**src/rtl/adc_ctl_pkg.sv**
```systemverilog
// Shared types and constants for the ADC sample sequencer and its trigger generator.
package adc_ctl_pkg;

    typedef enum logic [2:0] {
        S_IDLE,
        S_RUN,
        S_LATCH,
        S_REL1,
        S_REL2
    } state_e;

    localparam int ADC_CH   = 8;
    localparam int ADC_BITS = 16;
    localparam int ADC_W    = ADC_CH * ADC_BITS;
    localparam int OVR_W    = 16;

    localparam logic [OVR_W-1:0] OVR_MAX = '1;

    function automatic logic [OVR_W-1:0] sat_inc(input logic [OVR_W-1:0] v);
        return (v == OVR_MAX) ? v : v + OVR_W'(1);
    endfunction

endpackage

```
**src/rtl/adc_trig_gen.sv**
```systemverilog
// Conversion request source: free-running period timer or rising edge of an external trigger.
module adc_trig_gen #(
    parameter int CNT_W = 32
) (
    input  logic             clk,
    input  logic             rstn,
    input  logic             en,
    input  logic             mode,
    input  logic [CNT_W-1:0] period,
    input  logic             trig,
    output logic             req
);

    logic [CNT_W-1:0] cnt_q, cnt_d;
    logic             trig_q;
    logic             tick;

    // A shrunken period that leaves the count past its end wraps silently.
    always_comb begin
        cnt_d = '0;
        tick  = 1'b0;
        if (en && !mode && (period != '0)) begin
            if (cnt_q >= period - CNT_W'(1)) begin
                tick = (cnt_q == period - CNT_W'(1));
            end else begin
                cnt_d = cnt_q + CNT_W'(1);
            end
        end
    end

    always_ff @(posedge clk or negedge rstn) begin
        if (!rstn) begin
            cnt_q  <= '0;
            trig_q <= 1'b0;
        end else begin
            cnt_q  <= cnt_d;
            trig_q <= trig;
        end
    end

    assign req = en && (mode ? (trig && !trig_q) : tick);

endmodule

```
**src/rtl/adc_sample_ctl.sv**
```systemverilog
// Sequencer for the SPI ADC capture block: issues start, waits for done, latches the
// 128-bit result and keeps overrun, timeout and sample-count bookkeeping.
module adc_sample_ctl
    import adc_ctl_pkg::*;
#(
    parameter int TMO_W = 16,
    parameter int CNT_W = 32
) (
    input  logic             clk,
    input  logic             rstn,
    input  logic             en,
    input  logic             mode,
    input  logic [CNT_W-1:0] period,
    input  logic [TMO_W-1:0] timeout,
    input  logic             trig,
    output logic             adc_start,
    input  logic             adc_done,
    input  logic [ADC_W-1:0] adc_data,
    output logic [ADC_W-1:0] data,
    output logic             data_valid,
    output logic             busy,
    output logic             err_tmo,
    output logic [OVR_W-1:0] overruns,
    output logic [CNT_W-1:0] samples,
    input  logic             clr
);

    state_e           state_q, state_d;
    logic             start_q, start_d;
    logic [TMO_W-1:0] tmo_q, tmo_d, tmo_inc;
    logic [ADC_W-1:0] data_q, data_d;
    logic             dv_q, dv_d;
    logic             busy_q, busy_d;
    logic             err_q, err_d;
    logic [OVR_W-1:0] ovr_q, ovr_d;
    logic [CNT_W-1:0] smp_q, smp_d;
    logic             req;

    adc_trig_gen #(
        .CNT_W (CNT_W)
    ) u_trig_gen (
        .clk    (clk),
        .rstn   (rstn),
        .en     (en),
        .mode   (mode),
        .period (period),
        .trig   (trig),
        .req    (req)
    );

    always_ff @(posedge clk or negedge rstn) begin
        if (!rstn) begin
            state_q <= S_IDLE;
            start_q <= 1'b0;
            tmo_q   <= '0;
            data_q  <= '0;
            dv_q    <= 1'b0;
            busy_q  <= 1'b0;
            err_q   <= 1'b0;
            ovr_q   <= '0;
            smp_q   <= '0;
        end else begin
            state_q <= state_d;
            start_q <= start_d;
            tmo_q   <= tmo_d;
            data_q  <= data_d;
            dv_q    <= dv_d;
            busy_q  <= busy_d;
            err_q   <= err_d;
            ovr_q   <= ovr_d;
            smp_q   <= smp_d;
        end
    end

    always_comb begin
        state_d = state_q;
        start_d = start_q;
        tmo_d   = tmo_q;
        tmo_inc = tmo_q + TMO_W'(1);
        data_d  = data_q;
        dv_d    = 1'b0;
        err_d   = err_q;
        ovr_d   = ovr_q;
        smp_d   = smp_q;

        unique case (state_q)
            S_IDLE: begin
                if (req) begin
                    state_d = S_RUN;
                    start_d = 1'b1;
                    tmo_d   = '0;
                end
            end
            S_RUN: begin
                tmo_d = tmo_inc;
                // done takes priority over a timeout expiring in the same cycle
                if (adc_done) begin
                    state_d = S_LATCH;
                    start_d = 1'b0;
                    data_d  = adc_data;
                    dv_d    = 1'b1;
                    smp_d   = smp_q + CNT_W'(1);
                end else if ((timeout != '0) && (tmo_inc == timeout)) begin
                    state_d = S_REL1;
                    start_d = 1'b0;
                    err_d   = 1'b1;
                end
            end
            S_LATCH: state_d = S_REL1;
            S_REL1:  state_d = S_REL2;
            S_REL2:  state_d = S_IDLE;
            default: begin
                state_d = S_IDLE;
                start_d = 1'b0;
            end
        endcase

        if (req && (state_q != S_IDLE)) begin
            ovr_d = sat_inc(ovr_q);
        end

        if (clr) begin
            err_d = 1'b0;
            ovr_d = '0;
            smp_d = '0;
        end

        busy_d = (state_d != S_IDLE);
    end

    assign adc_start  = start_q;
    assign data       = data_q;
    assign data_valid = dv_q;
    assign busy       = busy_q;
    assign err_tmo    = err_q;
    assign overruns   = ovr_q;
    assign samples    = smp_q;

endmodule

```
**config.mk**
```make
export PLATFORM = sky130hd
export DESIGN_NAME = adc_sample_ctl
export DESIGN_NICKNAME = d
export VERILOG_FILES = /design/src/rtl/adc_ctl_pkg.sv /design/src/rtl/adc_trig_gen.sv /design/src/rtl/adc_sample_ctl.sv
export SDC_FILE = /design/constraint.sdc
export NUM_CORES = 1
export LEC_CHECK = 0
export ABC_AREA = 1
export BUFFER_PORTS_ARGS = -buffer_cell sky130_fd_sc_hd__buf_4
export CAP_MARGIN = 20
export CORE_UTILIZATION = 53
export CTS_CLUSTER_DIAMETER = 80
export CTS_CLUSTER_SIZE = 24
export DETAILED_ROUTE_END_ITERATION = 8
export PLACE_DENSITY = 0.78
export SLEW_MARGIN = 25
export SYNTH_ARGS = -nofsm -noshare
export SYNTH_HDL_FRONTEND = slang
export SYNTH_HIERARCHICAL = 1
export SYNTH_SLANG_ARGS = --single-unit
```
**constraint.sdc**
```tcl
create_clock -name clk -period 5 [get_ports clk]
set_clock_uncertainty 0.1 [all_clocks]
set_input_delay 0.25 -clock clk [delete_from_list [all_inputs] [get_ports clk]]
set_output_delay 0.25 -clock clk [all_outputs]
set_load 0.02 [all_outputs]
```
==> impl_metrics.xml, run 1 <==
<?xml version="1.0" encoding="UTF-8"?>
<metrics>
  <group name="worst_setup_path">
    <metric name="timing_worst_setup_path_type" unit="">in2reg</metric>
    <metric name="crit_path_start_kind" unit="">input pin</metric>
    <metric name="end_kind" unit="">flip-flop</metric>
    <metric name="cpPeakStageDelay" unit="ns">0.28</metric>
    <metric name="worst_path_dominant_cell_family" unit="">simple AND/OR/NAND/NOR gates</metric>
    <metric name="timing.critical_path.fanout_max" unit="">7</metric>
    <metric name="r2r_slack" unit="ns">1.76</metric>
    <metric name="required" unit="ns">5.31</metric>
    <metric name="critPathSlowestCell" unit="">sky130_fd_sc_hd__o21bai_2</metric>
    <metric name="worstPathBufferInverterCount" unit="">4</metric>
    <metric name="timing.critical_path.arrival" unit="ns">4.03</metric>
  </group>
  <group name="synthesis">
    <metric name="synth.cell_area" unit="µm²">12900</metric>
    <metric name="avgSynthCellArea" unit="µm²">7.35</metric>
    <metric name="synth.top_cells.by_count" unit="">sky130_fd_sc_hd__nand2_1, sky130_fd_sc_hd__dfrtp_1, sky130_fd_sc_hd__nor2_1</metric>
    <metric name="async_flop_share" unit="">1.00</metric>
    <metric name="synth.ff_latch_count" unit="">232</metric>
    <metric name="synth_seq_area_share" unit="">0.452</metric>
    <metric name="yosys_most_used_dff" unit="">sky130_fd_sc_hd__dfrtp_1</metric>
    <metric name="synthMostInstantiatedCell" unit="">sky130_fd_sc_hd__nand2_1</metric>
    <metric name="synthesis.instances" unit="">1749</metric>
    <metric name="yosys.area.top_type" unit="">sky130_fd_sc_hd__dfrtp_1</metric>
    <metric name="yosys_warnings" unit="">6</metric>
    <metric name="synth.net_count" unit="">1970</metric>
    <metric name="post_synth_edffs" unit="">0</metric>
    <metric name="synthDominantCellAreaShare" unit="">0.452</metric>
    <metric name="count_of_distinct_cell_types_in_the_synthesized_netlist" unit="">50</metric>
    <metric name="netlist_top_cells_area" unit="">sky130_fd_sc_hd__dfrtp_1, sky130_fd_sc_hd__nand2_1, sky130_fd_sc_hd__nor2_1</metric>
  </group>
  <group name="grt">
    <metric name="grt_remaining_overflow" unit="">0</metric>
    <metric name="first_pass_grt_wire_length" unit="mm">67.2</metric>
    <metric name="number_of_antenna_violations_at_the_first_check_in_global_routing" unit="">2</metric>
    <metric name="grt_util_overall" unit="">0.345</metric>
    <metric name="number_of_global_route_vias_before_repair" unit="">13200</metric>
    <metric name="pin_count_of_the_biggest_net_entering_global_routing" unit="">144</metric>
  </group>
  <group name="route">
    <metric name="via_density_per_instance" unit="">5.29</metric>
    <metric name="detail_route.wirelength" unit="mm">42.7</metric>
    <metric name="dr_total_vias" unit="">13500</metric>
    <metric name="detail_route.first_pass.iterations" unit="">7</metric>
    <metric name="drc" unit="">0</metric>
    <metric name="detail_route.wl_per_cell" unit="µm">16.8</metric>
    <metric name="drt_iter0_markers" unit="">1047</metric>
    <metric name="ant_nets" unit="">0</metric>
  </group>
  <group name="timing">
    <metric name="max_clock_freq" unit="MHz">269</metric>
    <metric name="timing_max_transition_violations_final" unit="">0</metric>
    <metric name="final_hold_viol_count" unit="">0</metric>
    <metric name="slew_of_the_pin_with_the_lowest_slew_margin" unit="ns">0.929</metric>
    <metric name="timing.final.setup_violations" unit="">0</metric>
    <metric name="maxSlewHeadroom" unit="">0.381</metric>
    <metric name="finalWorstPathRequiredPeriod" unit="ns">3.72</metric>
    <metric name="grt_setup_unrepaired" unit="">false</metric>
    <metric name="post-route-period-util" unit="">0.745</metric>
    <metric name="setup-tns-final" unit="ns">0</metric>
  </group>
  <group name="hold_path">
    <metric name="hold_path.class" unit="">in2reg</metric>
  </group>
  <group name="final_layout">
    <metric name="num-fill-cells" unit="">1747</metric>
    <metric name="final-seq-area" unit="µm²">5810</metric>
    <metric name="syn_to_final_growth" unit="%">36.8</metric>
    <metric name="share_of_post_route_cells_with_drive_strength_above_1" unit="">0.200</metric>
    <metric name="utilization" unit="">0.745</metric>
    <metric name="final_cell_count_without_fillers" unit="">2546</metric>
    <metric name="number_of_nets_in_the_layout" unit="">2442</metric>
    <metric name="multiInputGateArea" unit="µm²">6210</metric>
  </group>
  <group name="clock_tree">
    <metric name="post-cts-setup-buffers" unit="">0</metric>
    <metric name="cts_root_buf" unit="">sky130_fd_sc_hd__clkbuf_16</metric>
    <metric name="cts_tree" unit="">yes</metric>
    <metric name="clock_tree.buffer_depth" unit="">3</metric>
    <metric name="tritoncts.num_buffers" unit="">14</metric>
    <metric name="clk_latency" unit="ns">0.49</metric>
    <metric name="htreeDepth" unit="">1</metric>
    <metric name="clk_pin_slew" unit="ns">0.09</metric>
    <metric name="post_cts.resized_instances" unit="">0</metric>
    <metric name="cts_sinks" unit="">232</metric>
  </group>
  <group name="placement">
    <metric name="finalWeightedCongestion" unit="">0.963</metric>
    <metric name="placed_cells_incl_taps" unit="">2393</metric>
    <metric name="dp_hpwl" unit="mm">29.9</metric>
    <metric name="buffer_ports.inserted" unit="">362</metric>
  </group>
  <group name="power_and_ir_drop">
    <metric name="power.density" unit="nW/µm²">401</metric>
    <metric name="ir_worst_vdd" unit="mV">0.366</metric>
    <metric name="static-leakage-power" unit="nW">9.13</metric>
  </group>
  <group name="floorplan">
    <metric name="die-area" unit="µm²">24900</metric>
    <metric name="initial_core_util" unit="">0.544</metric>
    <metric name="core_area" unit="µm²">23600</metric>
    <metric name="design.portCount" unit="">363</metric>
    <metric name="num_rows" unit="">56</metric>
    <metric name="die_h" unit="µm">158</metric>
    <metric name="die_width" unit="µm">158</metric>
  </group>
  <group name="outcome">
    <metric name="run_status" unit="">completed</metric>
  </group>
  <group name="job">
    <metric name="max_cap_viol_count" unit="">0</metric>
  </group>
</metrics>
==> worst min-delay path, cell delays in order <==
cell and delay (ns):
sky130_fd_sc_hd__buf_4 0.12, sky130_fd_sc_hd__nor2_1 0.07, sky130_fd_sc_hd__nand3_1 0.09, sky130_fd_sc_hd__a21oi_1 0.06
==> registers in the layout, summed over array words and instances, names as in the netlist, 3 cells and up <==
name              flops
data                128
state_q               3
samples              32
overruns             16
u_trig_gen/cnt_q     32
tmo_q                16
==> routing by layer <==
layer | up-vias | global-route usage | share of wire
li1 | 6454 | - | -
met1 | 6333 | 0.430 | 0.39
met2 | 551 | 0.560 | 0.48
met3 | 134 | 0.0775 | 0.072
met4 | 2 | 0.175 | 0.056
met5 | - | 0 | 0.00023
==> path summary, 6_finish.rpt <==
path                                 startpoint           end  cells past startpoint
max                                   period[0]  overruns[13]                     25
min                                    adc_done       err_tmo                      4
max reg2reg                u_trig_gen/cnt_q[19]  overruns[13]                     16
min reg2reg                             data[2]       data[2]                      2
max in group asynchronous                  rstn      tmo_q[8]                      3
min in group asynchronous                  rstn      data[11]                      2
==> final cells by class <==
| cell class | instances | share of cell area |
|---|---|---|
| antenna | 2 | 0.000285 |
| clock buffer | 16 | 0.0221 |
| clock inverter | 4 | 0.00349 |
| inverter | 169 | 0.0363 |
| multi-input combinational | 1307 | 0.353 |
| sequential | 232 | 0.330 |
| tap | 319 | 0.0227 |
| timing repair buffer | 497 | 0.232 |
==> timing repair <==
item | 4_1_cts | 5_1_grt
setup endpoints to repair | 0 | 0
endpoints found under the hold margin | 220 | 0
hold buffers | 131 | 0
==> cell usage in the layout, fill, tap and decap left out, drive strengths merged <==
cell         Yosys  layout
nand2          700     700
buf             20     366
dfrtp          232     232
nor2           214     214
inv            165     168
dlygate4sd3      0     131
nand3          116     116
a21oi           46      46
o21ai           44      44
ha              38      38
xor2            34      34
nor3            29      29
nand4           25      25
clkbuf          21      16
nor4            11      11
o31ai            8       8
or2              8       8
xnor2            7       7
and3             5       5
nand3b           4       4
o22ai            4       4
a21o             4       4
clkinv           4       4
o21a             3       3
and2             3       3
diode            0       2
o21bai           2       2
xnor3            1       1
a211oi           1       1
bufinv           0       1
==> power breakdown <==
| part | internal [mW] | switching [mW] |
|---|---|---|
| clock network | 0.624 | 0.661 |
| registers | 2.42 | 0.415 |
| logic | 1.12 | 1.81 |
| total | 4.16 | 2.88 |
==> metrics by stage <==
stage | worst slack (ns) | hold WS, ns | cell area (µm²) | power, mW
after CTS | 1.28 | 0.0347 | 17600 | 6.96
after global placement | 0.905 | 0.213 | 15800 | 5.52
after floorplan | 1.57 | -0.146 | 12900 | 4.26
after global routing | 0.793 | 0.0517 | 17600 | 7.42
final | 1.28 | 0.0353 | 17600 | 7.05
after detailed placement | 0.797 | 0.211 | 15800 | 5.58
==> cell families after synthesis <==
| logic type | after synthesis | synth area share |
|---|---|---|
| compound gates | 112 | 0.0478 |
| simple gates | 1115 | 0.368 |
| fa+ha+maj | 38 | 0.0370 |
| xor+xnor | 42 | 0.0297 |
| flops | 232 | 0.452 |
| buf+inv | 210 | 0.0655 |
(Power assumes the default switching activity.)
==> run 2: changes to the inputs <==
Settings changed: ABC_AREA 1 to 0, CORE_UTILIZATION 53 to 52.
Clock period 5 ns to 3.8 ns, I/O delays scaled along.
==> run 2 against run 1 <==
The flow now finishes with violations (setup timing). Core utilization grew 3.6 points. Clock-buffer cell count grew 1. Setup slack worse by 1.5 ns. Clock power up 27%. Final area down 2.8%.
==> impl_metrics.xml, run 2 <==
<?xml version="1.0" encoding="UTF-8"?>
<metrics>
  <group name="placement">
    <metric name="buffer_ports.inserted" unit="">362</metric>
    <metric name="placed_cells_incl_taps" unit="">1967</metric>
    <metric name="finalWeightedCongestion" unit="">0.914</metric>
    <metric name="dp_hpwl" unit="mm">23.9</metric>
  </group>
  <group name="synthesis">
    <metric name="yosys_warnings" unit="">6</metric>
    <metric name="synth.top_cells.by_count" unit="">sky130_fd_sc_hd__nand2_1, sky130_fd_sc_hd__dfrtp_1, sky130_fd_sc_hd__nor2_1</metric>
    <metric name="synth.cell_area" unit="µm²">11600</metric>
    <metric name="synth.ff_latch_count" unit="">232</metric>
    <metric name="synthMostInstantiatedCell" unit="">sky130_fd_sc_hd__nand2_1</metric>
    <metric name="synthesis.instances" unit="">1315</metric>
    <metric name="avgSynthCellArea" unit="µm²">8.84</metric>
    <metric name="post_synth_edffs" unit="">0</metric>
    <metric name="synthDominantCellAreaShare" unit="">0.499</metric>
    <metric name="synth_seq_area_share" unit="">0.499</metric>
    <metric name="count_of_distinct_cell_types_in_the_synthesized_netlist" unit="">62</metric>
    <metric name="synth.net_count" unit="">1536</metric>
    <metric name="yosys.area.top_type" unit="">sky130_fd_sc_hd__dfrtp_1</metric>
    <metric name="netlist_top_cells_area" unit="">sky130_fd_sc_hd__dfrtp_1, sky130_fd_sc_hd__nand2_1, sky130_fd_sc_hd__xnor2_1</metric>
    <metric name="yosys_most_used_dff" unit="">sky130_fd_sc_hd__dfrtp_1</metric>
    <metric name="async_flop_share" unit="">1.00</metric>
  </group>
  <group name="route">
    <metric name="detail_route.first_pass.iterations" unit="">5</metric>
    <metric name="ant_nets" unit="">0</metric>
    <metric name="detail_route.wl_per_cell" unit="µm">17.9</metric>
    <metric name="drt_iter0_markers" unit="">707</metric>
    <metric name="detail_route.wirelength" unit="mm">38.2</metric>
    <metric name="via_density_per_instance" unit="">5.49</metric>
    <metric name="dr_total_vias" unit="">11700</metric>
    <metric name="drc" unit="">0</metric>
  </group>
  <group name="power_and_ir_drop">
    <metric name="static-leakage-power" unit="nW">8.35</metric>
    <metric name="ir_worst_vdd" unit="mV">0.455</metric>
    <metric name="power.density" unit="nW/µm²">528</metric>
  </group>
  <group name="clock_tree">
    <metric name="cts_tree" unit="">yes</metric>
    <metric name="htreeDepth" unit="">1</metric>
    <metric name="cts_root_buf" unit="">sky130_fd_sc_hd__clkbuf_16</metric>
    <metric name="clk_latency" unit="ns">0.48</metric>
    <metric name="tritoncts.num_buffers" unit="">14</metric>
    <metric name="clock_tree.buffer_depth" unit="">3</metric>
    <metric name="cts_sinks" unit="">232</metric>
    <metric name="clk_pin_slew" unit="ns">0.09</metric>
  </group>
  <group name="outcome">
    <metric name="run_status" unit="">finished, violations left</metric>
    <metric name="violations" unit="">setup timing</metric>
  </group>
  <group name="floorplan">
    <metric name="initial_core_util" unit="">0.531</metric>
    <metric name="die_width" unit="µm">152</metric>
    <metric name="num_rows" unit="">54</metric>
    <metric name="die_h" unit="µm">152</metric>
    <metric name="die-area" unit="µm²">23000</metric>
    <metric name="core_area" unit="µm²">21900</metric>
    <metric name="design.portCount" unit="">363</metric>
  </group>
  <group name="final_layout">
    <metric name="largest_reg_flops" unit="">128</metric>
    <metric name="syn_to_final_growth" unit="%">46.9</metric>
    <metric name="share_of_post_route_cells_with_drive_strength_above_1" unit="">0.273</metric>
    <metric name="mostFrequentLayoutCell" unit="">sky130_fd_sc_hd__nand2_1</metric>
    <metric name="final_cell_count_without_fillers" unit="">2129</metric>
    <metric name="layout_common_cells" unit="">sky130_fd_sc_hd__nand2_1, sky130_fd_sc_hd__buf_4, sky130_fd_sc_hd__dfrtp_1</metric>
    <metric name="utilization" unit="">0.780</metric>
    <metric name="number_of_nets_in_the_layout" unit="">2065</metric>
  </group>
  <group name="timing">
    <metric name="slew_of_the_pin_with_the_lowest_slew_margin" unit="ns">1.01</metric>
    <metric name="hold-worst-slack" unit="ns">0.0752</metric>
    <metric name="max_clock_freq" unit="MHz">248</metric>
    <metric name="finalWorstPathRequiredPeriod" unit="ns">4.04</metric>
    <metric name="maxSlewHeadroom" unit="">0.320</metric>
    <metric name="final_hold_viol_count" unit="">0</metric>
    <metric name="timing.final.setup_violations" unit="">23</metric>
    <metric name="timing_max_transition_violations_final" unit="">0</metric>
    <metric name="post-route-period-util" unit="">1.06</metric>
    <metric name="grt_setup_unrepaired" unit="">true</metric>
    <metric name="post_layout_worst_setup_margin" unit="ns">-0.236</metric>
  </group>
  <group name="grt">
    <metric name="number_of_antenna_violations_at_the_first_check_in_global_routing" unit="">2</metric>
    <metric name="grt_util_overall" unit="">0.320</metric>
    <metric name="number_of_global_route_vias_before_repair" unit="">11600</metric>
    <metric name="first_pass_grt_wire_length" unit="mm">57.9</metric>
    <metric name="pin_count_of_the_biggest_net_entering_global_routing" unit="">136</metric>
    <metric name="grt_remaining_overflow" unit="">0</metric>
  </group>
  <group name="worst_setup_path">
    <metric name="required" unit="ns">4.06</metric>
    <metric name="crit_top_cell" unit="">sky130_fd_sc_hd__buf_6</metric>
    <metric name="critPathSlowestCell" unit="">sky130_fd_sc_hd__or4_4</metric>
    <metric name="end_kind" unit="">flip-flop</metric>
    <metric name="reg2reg_depth" unit="">13</metric>
    <metric name="timing_worst_setup_path_type" unit="">in2reg</metric>
    <metric name="crit_chain" unit="">buf_6 -&gt; or4_4 -&gt; nand4bb_4 -&gt; nor3_4 -&gt; buf_6 -&gt; buf_4 -&gt; nand2_1 -&gt; buf_4 -&gt; and2_4 -&gt; ha_4 -&gt; nand4_1 -&gt; nor4_2 -&gt; nand3_1 -&gt; or4_4 -&gt; a21oi_4 -&gt; o31ai_4 -&gt; nor2_4 -&gt; buf_6 -&gt; o31ai_4 -&gt; nor3_2 -&gt; xnor2_1 -&gt; nor2_1</metric>
    <metric name="cpPeakStageDelay" unit="ns">0.53</metric>
    <metric name="timing.critical_path.arrival" unit="ns">4.29</metric>
    <metric name="crit_path_start_kind" unit="">input pin</metric>
    <metric name="timing.critical_path.fanout_max" unit="">5</metric>
  </group>
  <group name="job">
    <metric name="max_cap_viol_count" unit="">0</metric>
  </group>
  <group name="hold_path">
    <metric name="timing.hold.worst_path_depth" unit="">2</metric>
    <metric name="hold_path.class" unit="">in2reg</metric>
  </group>
</metrics>
-- run 2: cell types whose count changed in the layout (fill, tap and decap cells not counted), sizes merged, moves of 6 or more --
cell | previous run | this run
a21oi | 46 | 35
buf | 366 | 433
or2 | 8 | 1
nor2 | 214 | 113
nand3 | 116 | 38
or4 | 0 | 6
xnor2 | 7 | 80
inv | 168 | 31
nor4 | 11 | 24
nand2b | 0 | 7
nand4 | 25 | 32
nand2 | 700 | 439
or3 | 0 | 15
and4 | 0 | 9
-- run 2: kinds of logic (layout without fill, tap and decap cells) --
group / count (synthesis) / in the layout / share of synthesized area
compound gates: 107 / 108 / 0.0543
other cells: 0 / 1 / 0
buf+inv: 82 / 614 / 0.0301
flops: 232 / 232 / 0.499
fa+ha+maj: 38 / 38 / 0.0409
xor+xnor: 118 / 118 / 0.0889
simple gates: 738 / 738 / 0.287
-- run 2: stage by stage --
| stage | instance area (µm²) | power [mW] | setup slack, ns | TNS [ns] |
|---|---|---|---|---|
| floorplan | 11700 | 5.37 | -0.454 | -5.17 |
| global placement | 15100 | 6.94 | -0.763 | -26.17 |
| detailed placement | 15100 | 7.05 | -0.879 | -30.93 |
| CTS | 16900 | 8.78 | -0.233 | -2.43 |
| global route | 17100 | 9.46 | -0.439 | -8.40 |
| finish | 17100 | 9.02 | -0.236 | -2.81 |
-- run 2: worst paths after layout --
path | slack, ns | endpoint | start
worst max-delay path | -0.24 | overruns[14] | period[15]
worst min-delay path | 0.08 | samples[26] | clr
worst max register to register | 0.65 | overruns[14] | u_trig_gen/cnt_q[25]
worst min register to register | 0.38 | data[17] | data[17]
max in group asynchronous | 2.32 | data[10] | rstn
min in group asynchronous | 0.19 | samples[31] | rstn
-- run 2: layer usage --
metal	share of wire	vias to the layer above	GRT usage
met2	0.51	505	0.556
li1	-	5400	-
met1	0.37	5660	0.371
met3	0.080	128	0.0877
met5	0	-	0
met4	0.041	0	0.138
-- run 2: layout make-up --
class	instances	area [µm²]
clock inverter	3	32.5
antenna	1	2.50
multi-input combinational	1002	5730
fill	1385	4810
inverter	29	111
timing repair buffer	565	4650
sequential	232	5810
tap	280	350
clock buffer	17	393
-- run 2: worst max-delay path, delay by kind of cell --
family	cells	cell delay (ns)
AO/OA/AOI/OAI	3	0.40
XOR/XNOR	1	0.14
adder cells (fa/ha/maj)	1	0.27
buffers and inverters	5	0.61
AND/OR/NAND/NOR	12	2.68
-- run 2: repair_timing --
action,4_1_cts,5_1_grt
resized for setup,8,39
hold buffers,131,0
endpoints found under the setup margin,31,33
hold endpoints to repair,221,0
gates cloned,1,1
setup buffers,5,3
pin swaps,7,11
-- run 2: power by group --
part,switching [mW],internal [mW],total (mW)
combinational,2.26,1.50,3.76
sequential,0.496,3.13,3.63
clock,0.872,0.755,1.63
